--- src/rtl/load_queue_pkg.sv ---
// Shared types and constants for the load queue.
//   lq_state_e   : per-entry lifecycle state
//   LQ_MEM_IDX_W : default memory block index width
//   LQ_BLK_W     : default data block width
//   TRUE/FALSE   : single-bit constants
package load_queue_pkg;

    localparam int   LQ_MEM_IDX_W = 16;
    localparam int   LQ_BLK_W     = 64;

    localparam logic TRUE  = 1'b1;
    localparam logic FALSE = 1'b0;

    typedef enum logic [2:0] {
        LQ_FREE    = 3'd0,
        LQ_ALLOC   = 3'd1,
        LQ_READY   = 3'd2,
        LQ_ISSUED  = 3'd3,
        LQ_WAIT    = 3'd4,
        LQ_DONE    = 3'd5,
        LQ_WRITTEN = 3'd6
    } lq_state_e;

endpackage

--- src/rtl/lq_age_picker.sv ---
// Oldest-first selector over a circular queue.
// Scans entries starting at the head and returns the first one whose mask
// bit is set.
//   i_mask  : per-entry candidate bits
//   i_head  : oldest entry index
//   o_valid : some entry matched
//   o_idx   : index of the oldest match (head when none)
module lq_age_picker
    import load_queue_pkg::*;
#(
    parameter int SIZE  = 8,
    parameter int IDX_W = $clog2(SIZE)
) (
    input  logic [SIZE-1:0]  i_mask,
    input  logic [IDX_W-1:0] i_head,
    output logic             o_valid,
    output logic [IDX_W-1:0] o_idx
);

    logic [IDX_W-1:0] w_pos;

    // Walk from youngest to oldest so the last hit written is the oldest.
    always_comb begin
        o_valid = FALSE;
        o_idx   = i_head;
        w_pos   = '0;
        for (int k = SIZE - 1; k >= 0; k--) begin
            w_pos = i_head + IDX_W'(k);
            if (i_mask[w_pos]) begin
                o_valid = TRUE;
                o_idx   = w_pos;
            end
        end
    end

endmodule

--- src/rtl/load_queue.sv ---
// Circular load queue in front of the data-cache stage (ds).
// Allocates at dispatch, captures block indices from address generation,
// issues one query at a time to ds, tracks hit / miss-ack / fill, writes
// loaded blocks back and retires in order on commit. Flush empties it.
//   clock, reset, flush        : clocking, async reset, sync flush
//   disp_valid/ready/idx       : allocation handshake (idx = tail)
//   addr_valid/lq_idx/mem_idx  : block index write for an ALLOC entry
//   ds_qry*                    : registered query to ds
//   ds_hit*, ds_ack*, ds_ans*  : ds responses
//   wb_valid/lq_idx/blk/ready  : registered writeback handshake
//   commit                     : retire head when WRITTEN
module load_queue
    import load_queue_pkg::*;
#(
    parameter int SIZE      = 8,
    parameter int IDX_W     = $clog2(SIZE),
    parameter int MEM_IDX_W = LQ_MEM_IDX_W,
    parameter int BLK_W     = LQ_BLK_W
) (
    input  logic                 clock,
    input  logic                 reset,
    input  logic                 flush,
    input  logic                 disp_valid,
    output logic                 disp_ready,
    output logic [IDX_W-1:0]     disp_idx,
    input  logic                 addr_valid,
    input  logic [IDX_W-1:0]     addr_lq_idx,
    input  logic [MEM_IDX_W-1:0] addr_mem_idx,
    output logic                 ds_qry,
    output logic [MEM_IDX_W-1:0] ds_qry_mem_idx,
    output logic [IDX_W-1:0]     ds_qry_lq_idx,
    input  logic                 ds_hit,
    input  logic [BLK_W-1:0]     ds_hit_blk,
    input  logic                 ds_ack,
    input  logic [IDX_W-1:0]     ds_ack_lq_idx,
    input  logic                 ds_ans,
    input  logic [IDX_W-1:0]     ds_ans_lq_idx,
    input  logic [BLK_W-1:0]     ds_ans_blk,
    output logic                 wb_valid,
    output logic [IDX_W-1:0]     wb_lq_idx,
    output logic [BLK_W-1:0]     wb_blk,
    input  logic                 wb_ready,
    input  logic                 commit
);

    localparam logic [IDX_W:0] FULL_CNT = (IDX_W + 1)'(SIZE);

    // Entry storage
    lq_state_e            r_state [SIZE];
    logic [MEM_IDX_W-1:0] r_mem   [SIZE];
    logic [BLK_W-1:0]     r_blk   [SIZE];

    // Pointers
    logic [IDX_W-1:0]     r_head;
    logic [IDX_W-1:0]     r_tail;
    logic [IDX_W:0]       r_count;

    // Query and writeback output registers
    logic                 r_qry;
    logic [IDX_W-1:0]     r_qry_idx;
    logic [MEM_IDX_W-1:0] r_qry_mem;
    logic                 r_wb_valid;
    logic [IDX_W-1:0]     r_wb_idx;
    logic [BLK_W-1:0]     r_wb_blk;

    // Event decode
    logic                 w_disp_fire;
    logic                 w_commit_fire;
    logic                 w_addr_ok;
    logic                 w_issue;
    logic                 w_hit_res;
    logic                 w_ack_res;
    logic                 w_ans_ok;
    logic                 w_wb_take;
    logic                 w_wb_load;

    logic [SIZE-1:0]      w_rdy_mask;
    logic [SIZE-1:0]      w_done_mask;
    logic                 w_iss_vld;
    logic [IDX_W-1:0]     w_iss_idx;
    logic                 w_wb_vld;
    logic [IDX_W-1:0]     w_wb_idx;

    assign disp_ready    = (r_count != FULL_CNT);
    assign disp_idx      = r_tail;
    assign w_disp_fire   = disp_valid && disp_ready;
    assign w_commit_fire = commit && (r_state[r_head] == LQ_WRITTEN);
    assign w_addr_ok     = addr_valid && (r_state[addr_lq_idx] == LQ_ALLOC);

    // r_qry high means exactly one entry is ISSUED, so it gates new issue.
    assign w_issue       = !r_qry && w_iss_vld;
    assign w_hit_res     = r_qry && ds_hit;
    assign w_ack_res     = r_qry && !ds_hit && ds_ack && (ds_ack_lq_idx == r_qry_idx);
    assign w_ans_ok      = ds_ans && (r_state[ds_ans_lq_idx] == LQ_WAIT);

    assign w_wb_take     = r_wb_valid && wb_ready;
    assign w_wb_load     = !r_wb_valid || wb_ready;

    // The entry currently on the writeback port is still DONE; mask it out
    // so the next candidate can be loaded on the same edge it is consumed.
    always_comb begin
        w_rdy_mask  = '0;
        w_done_mask = '0;
        for (int i = 0; i < SIZE; i++) begin
            w_rdy_mask[i]  = (r_state[i] == LQ_READY);
            w_done_mask[i] = (r_state[i] == LQ_DONE) &&
                             !(r_wb_valid && (r_wb_idx == IDX_W'(i)));
        end
    end

    lq_age_picker #(.SIZE(SIZE), .IDX_W(IDX_W)) u_issue_pick (
        .i_mask  (w_rdy_mask),
        .i_head  (r_head),
        .o_valid (w_iss_vld),
        .o_idx   (w_iss_idx)
    );

    lq_age_picker #(.SIZE(SIZE), .IDX_W(IDX_W)) u_wb_pick (
        .i_mask  (w_done_mask),
        .i_head  (r_head),
        .o_valid (w_wb_vld),
        .o_idx   (w_wb_idx)
    );

    // Entry state. Every transition is qualified by the current state, so at
    // most one can apply to a given entry in a cycle.
    always_ff @(posedge clock or posedge reset) begin
        if (reset) begin
            for (int i = 0; i < SIZE; i++) r_state[i] <= LQ_FREE;
        end else if (flush) begin
            for (int i = 0; i < SIZE; i++) r_state[i] <= LQ_FREE;
        end else begin
            for (int i = 0; i < SIZE; i++) begin
                if (w_disp_fire && (r_tail == IDX_W'(i)))
                    r_state[i] <= LQ_ALLOC;
                if (w_addr_ok && (addr_lq_idx == IDX_W'(i)))
                    r_state[i] <= LQ_READY;
                if (w_issue && (w_iss_idx == IDX_W'(i)))
                    r_state[i] <= LQ_ISSUED;
                if (w_hit_res && (r_qry_idx == IDX_W'(i)))
                    r_state[i] <= LQ_DONE;
                if (w_ack_res && (r_qry_idx == IDX_W'(i)))
                    r_state[i] <= LQ_WAIT;
                if (w_ans_ok && (ds_ans_lq_idx == IDX_W'(i)))
                    r_state[i] <= LQ_DONE;
                if (w_wb_take && (r_wb_idx == IDX_W'(i)))
                    r_state[i] <= LQ_WRITTEN;
                if (w_commit_fire && (r_head == IDX_W'(i)))
                    r_state[i] <= LQ_FREE;
            end
        end
    end

    // Payload needs no reset: it is only read once the state says it is valid.
    always_ff @(posedge clock) begin
        for (int i = 0; i < SIZE; i++) begin
            if (w_addr_ok && (addr_lq_idx == IDX_W'(i)))
                r_mem[i] <= addr_mem_idx;
            if (w_hit_res && (r_qry_idx == IDX_W'(i)))
                r_blk[i] <= ds_hit_blk;
            else if (w_ans_ok && (ds_ans_lq_idx == IDX_W'(i)))
                r_blk[i] <= ds_ans_blk;
        end
    end

    // Pointers and occupancy
    always_ff @(posedge clock or posedge reset) begin
        if (reset) begin
            r_head  <= '0;
            r_tail  <= '0;
            r_count <= '0;
        end else if (flush) begin
            r_head  <= '0;
            r_tail  <= '0;
            r_count <= '0;
        end else begin
            if (w_disp_fire)   r_tail <= r_tail + 1'b1;
            if (w_commit_fire) r_head <= r_head + 1'b1;
            case ({w_disp_fire, w_commit_fire})
                2'b10:   r_count <= r_count + 1'b1;
                2'b01:   r_count <= r_count - 1'b1;
                default: r_count <= r_count;
            endcase
        end
    end

    // Query register: fields stay stable until the entry resolves.
    always_ff @(posedge clock or posedge reset) begin
        if (reset) begin
            r_qry     <= FALSE;
            r_qry_idx <= '0;
            r_qry_mem <= '0;
        end else if (flush) begin
            r_qry     <= FALSE;
            r_qry_idx <= '0;
            r_qry_mem <= '0;
        end else if (w_issue) begin
            r_qry     <= TRUE;
            r_qry_idx <= w_iss_idx;
            r_qry_mem <= r_mem[w_iss_idx];
        end else if (w_hit_res || w_ack_res) begin
            r_qry     <= FALSE;
        end
    end

    // Writeback register: held while the consumer stalls.
    always_ff @(posedge clock or posedge reset) begin
        if (reset) begin
            r_wb_valid <= FALSE;
            r_wb_idx   <= '0;
            r_wb_blk   <= '0;
        end else if (flush) begin
            r_wb_valid <= FALSE;
            r_wb_idx   <= '0;
            r_wb_blk   <= '0;
        end else if (w_wb_load) begin
            r_wb_valid <= w_wb_vld;
            if (w_wb_vld) begin
                r_wb_idx <= w_wb_idx;
                r_wb_blk <= r_blk[w_wb_idx];
            end
        end
    end

    assign ds_qry         = r_qry;
    assign ds_qry_lq_idx  = r_qry_idx;
    assign ds_qry_mem_idx = r_qry_mem;
    assign wb_valid       = r_wb_valid;
    assign wb_lq_idx      = r_wb_idx;
    assign wb_blk         = r_wb_blk;

endmodule

--- config.mk ---
export PLATFORM = sky130hd
export DESIGN_NAME = load_queue
export DESIGN_NICKNAME = d
export VERILOG_FILES = /design/src/rtl/load_queue_pkg.sv /design/src/rtl/lq_age_picker.sv /design/src/rtl/load_queue.sv
export SDC_FILE = /design/constraint.sdc
export NUM_CORES = 1
export LEC_CHECK = 0
export ABC_AREA = 1
export CORE_MARGIN = 2
export CORE_UTILIZATION = 24
export CTS_BUF_LIST = sky130_fd_sc_hd__clkbuf_2
export CTS_CLUSTER_DIAMETER = 200
export DETAILED_ROUTE_END_ITERATION = 6
export REMOVE_ABC_BUFFERS = 1
export SYNTH_ARGS = -nofsm -noshare
export SYNTH_HDL_FRONTEND = slang
export SYNTH_SLANG_ARGS = --single-unit
export TNS_END_PERCENT = 1
--- constraint.sdc ---
create_clock -name clock -period 4.8 [get_ports clock]
set_input_delay 0.96 -clock clock [delete_from_list [all_inputs] [get_ports clock]]
set_output_delay 0.96 -clock clock [all_outputs]
set_load 0.005 [all_outputs]
==> impl_metrics.yaml <==
die:
  core_um2: 162000
  die_h_um: 408
  rows: 148
  ios: 255
  die_area_um2: 167000
  initial_core_util: 0.241
  fp.dieW_um: 408
detailed_routing:
  via_per_inst: 4.67
  drt_wl_total_mm: 137
  routedWlPerCell_um: 19.1
  firstDrtPassIters: 6
  drc: 0
  vias: 33530
  drt_iter0_drc: 3239
  detail-route-antenna-nets: 0
cts:
  cts-root-buf: "clkbuf_2"
  post_cts_buffers: 0
  numCtsBuffers: 205
  clock-sinks: 762
  htree_levels: 4
  clkTransAtPathRegs_ps: 120
  tritoncts: "done"
  cts_resized: 0
  cts_buffer_depth: 3
  clock_latency_ps: 1590
finish:
  num-fill-cells: 17205
  drive_gt1_frac: 0.0997
  area_growth_pct: 18.3
  final_util: 0.286
  fin_area_um2: 46400
  final_nets: 4991
  fin_cells: 7174
global_routing:
  met3_usage: 0.0317
  antenna_found_initial: 19
  top_usage_layer: "met2"
  grt-ovfl-total: 0
  grt_max_degree: 129
  grt_pass1_vias: 31712
  grt_usage: 0.159
  use_met1: 0.210
  use_met2: 0.261
  grt_pass1_wl_mm: 202
placed_design:
  dp_hpwl_mm: 81.9
  gp_congestion: 0.923
  place_area_um2: 44100
  place_inst: 6751
  io_buffers: 254
timing:
  max_freq_mhz: 237
  fin_tns_setup_ps: 0
  max_slew_margin: 0.315
  min_period_ps: 4220
  finClkSkew_ps: 161
  finalMaxSlewViolations: 0
  hold_viol_final: 0
  whs_ps: 205
  final.period_utilization: 0.880
  worstMarginPinSlew_ps: 1030
  finalSetupViolations: 0
  rsz0062_at_grt: "false"
yosys:
  netlist_area_um2: 39200
  avgSynthCellArea_um2: 8.56
  synth-seq-area-share: 0.568
  ys_ff_latch: 762
  syn_inst: 4579
  ys_warn_count: 0
  synth-main-ff-cell: "edfxtp_1"
  yosys.area.top_type_share: 0.490
  synthTopCellsByArea: "edfxtp_1 (49%), nand2_1 (17%), dfrtp_1 (7.8%)"
  yosys.area.top_type: "edfxtp_1"
  yosysMostFrequentCell: "nand2_1"
  synth_commonest_cells: "nand2_1 (1,771), edfxtp_1 (640), o21ai_0 (547), nand3_1 (527), inv_1 (221)"
  async_flop_share: 0.160
  ys_types: 54
  synth_edf_count: 640
outcome:
  status: "completed"
critical_path:
  crit_arrival_ps: 5580
  cp.required_ps: 6150
  critical_path_peak_fanout: 28
  endpoint_kind: "flop"
  rrSetupSlack_ps: 580
  worstSetupStartpointType: "flop"
  path_class: "flop to flop"
min_path:
  holdCritPathClass: "input port to flop"
run:
  maxCapViolCount: 0
power:
  power.leakage_nw: 19.8
  p_per_area_nw_per_um2: 341
  vdd_ir_drop_max_uv: 218
through the flow:
stage,total power [mW],setup WS (ps)
2_1_floorplan,9.52,-1630
3_3_place_gp,11.1,518
3_5_place_dp,11.1,513
4_1_cts,16.0,624
5_1_grt,16.7,272
6_report,15.8,578
registers in the layout, summed over array words and instances (netlist names):
signal and count:
ds_qry_lq_idx 3, r_count 4, r_mem 128, wb_blk 64
wb_lq_idx 3, disp_idx 3, ds_qry 1, r_head 3
r_blk 512, wb_valid 1, ds_qry_mem_idx 16, r_state 24
layer usage:
layer,vias to the layer above,wire [um],share of wire
met4,16,3670,0.027
li1,15953,-,-
met2,1372,64000,0.47
met3,249,9920,0.073
met1,15940,59100,0.43
met5,-,100,0.00073
cells in the final DEF (no fill, tap or decap), types with 8 or more instances in the layout:
cell type / synthesis / layout
nand2_1: 1771 / 1760
edfxtp_1: 640 / 640
o21ai_0: 547 / 547
nand3_1: 527 / 523
clkbuf_2: 65 / 310
clkdlybuf4s50_1: 0 / 254
inv_1: 221 / 220
nor2_1: 135 / 134
dfrtp_1: 122 / 122
nand4_1: 69 / 69
clkinv_1: 3 / 57
buf_12: 0 / 44
buf_4: 36 / 42
dlygate4sd3_1: 0 / 29
a21oi_1: 26 / 26
nor3_1: 22 / 22
inv_2: 20 / 20
or2_2: 17 / 17
nand2_4: 2 / 15
o21ai_1: 15 / 15
ha_1: 15 / 15
diode_2: 0 / 14
o22ai_1: 9 / 9
nor4_1: 8 / 8
critical path, stage by stage (launching register included):
cell and delay (ps):
dfrtp_1 380, inv_1 370, ha_1 340, inv_1 360, nand3_1 180, nand3_1 180, nand2_1 110, nor2_1 100
nand2_1 90, nand2_1 70, nand2_1 40, nand3_1 70, nand2_1 50, nand2_1 150, nand2_1 100, nand2_1 520
nand2_4 380, or2_2 390, nand4_1 120, nand3_1 90
power breakdown:
part / leakage [nW] / switching, mW / internal (mW)
registers: 7.44 / 0.195 / 7.51
logic: 10.9 / 2.14 / 1.12
clock network: 1.46 / 2.94 / 1.88
path summary, 6_finish.rpt:
kind                                                      end                    from  cells after the start
worst min register to register         wb_blk[56]$_DFFE_PP0P_  wb_blk[56]$_DFFE_PP0P_                      2
worst max register to register  ds_qry_mem_idx[9]$_DFFE_PP0P_   r_head[1]$_DFFE_PP0P_                     19
worst min-delay path                    r_blk[2][2]$_DFFE_PP_           ds_ans_blk[2]                      3
min in group asynchronous              wb_blk[55]$_DFFE_PP0P_                   reset                      3
max in group asynchronous               wb_blk[8]$_DFFE_PP0P_                   reset                      4
worst max-delay path            ds_qry_mem_idx[9]$_DFFE_PP0P_   r_head[1]$_DFFE_PP0P_                     19
cell type report:
type	count	area (um2)	share of cell area
antenna	14	35.0	0.000755
clock buffer	310	1550	0.0335
clock inverter	70	397	0.00855
inverter	245	930	0.0200
multi-input combinational	3229	14400	0.311
sequential	762	22300	0.480
tap	2175	2720	0.0587
timing repair buffer	369	4030	0.0869
logic make-up (layout without fill, tap and decap cells):
logic type | count (synthesis) | count (layout) | share of synthesized area
AOI/OAI and AO/OA | 623 | 623 | 0.0818
xor gates and xnor gates | 7 | 7 | 0.00156
adders and majority gates | 16 | 16 | 0.00530
buffers and inverters | 588 | 994 | 0.0681
DFF | 762 | 762 | 0.568
other | 0 | 14 | 0
and+or+nand+nor | 2583 | 2583 | 0.275
timing repair:
action	CTS	global route
hold buffers	29	0
setup endpoints to repair	0	0
hold endpoints to repair	175	0
(Power assumes the default switching activity.)
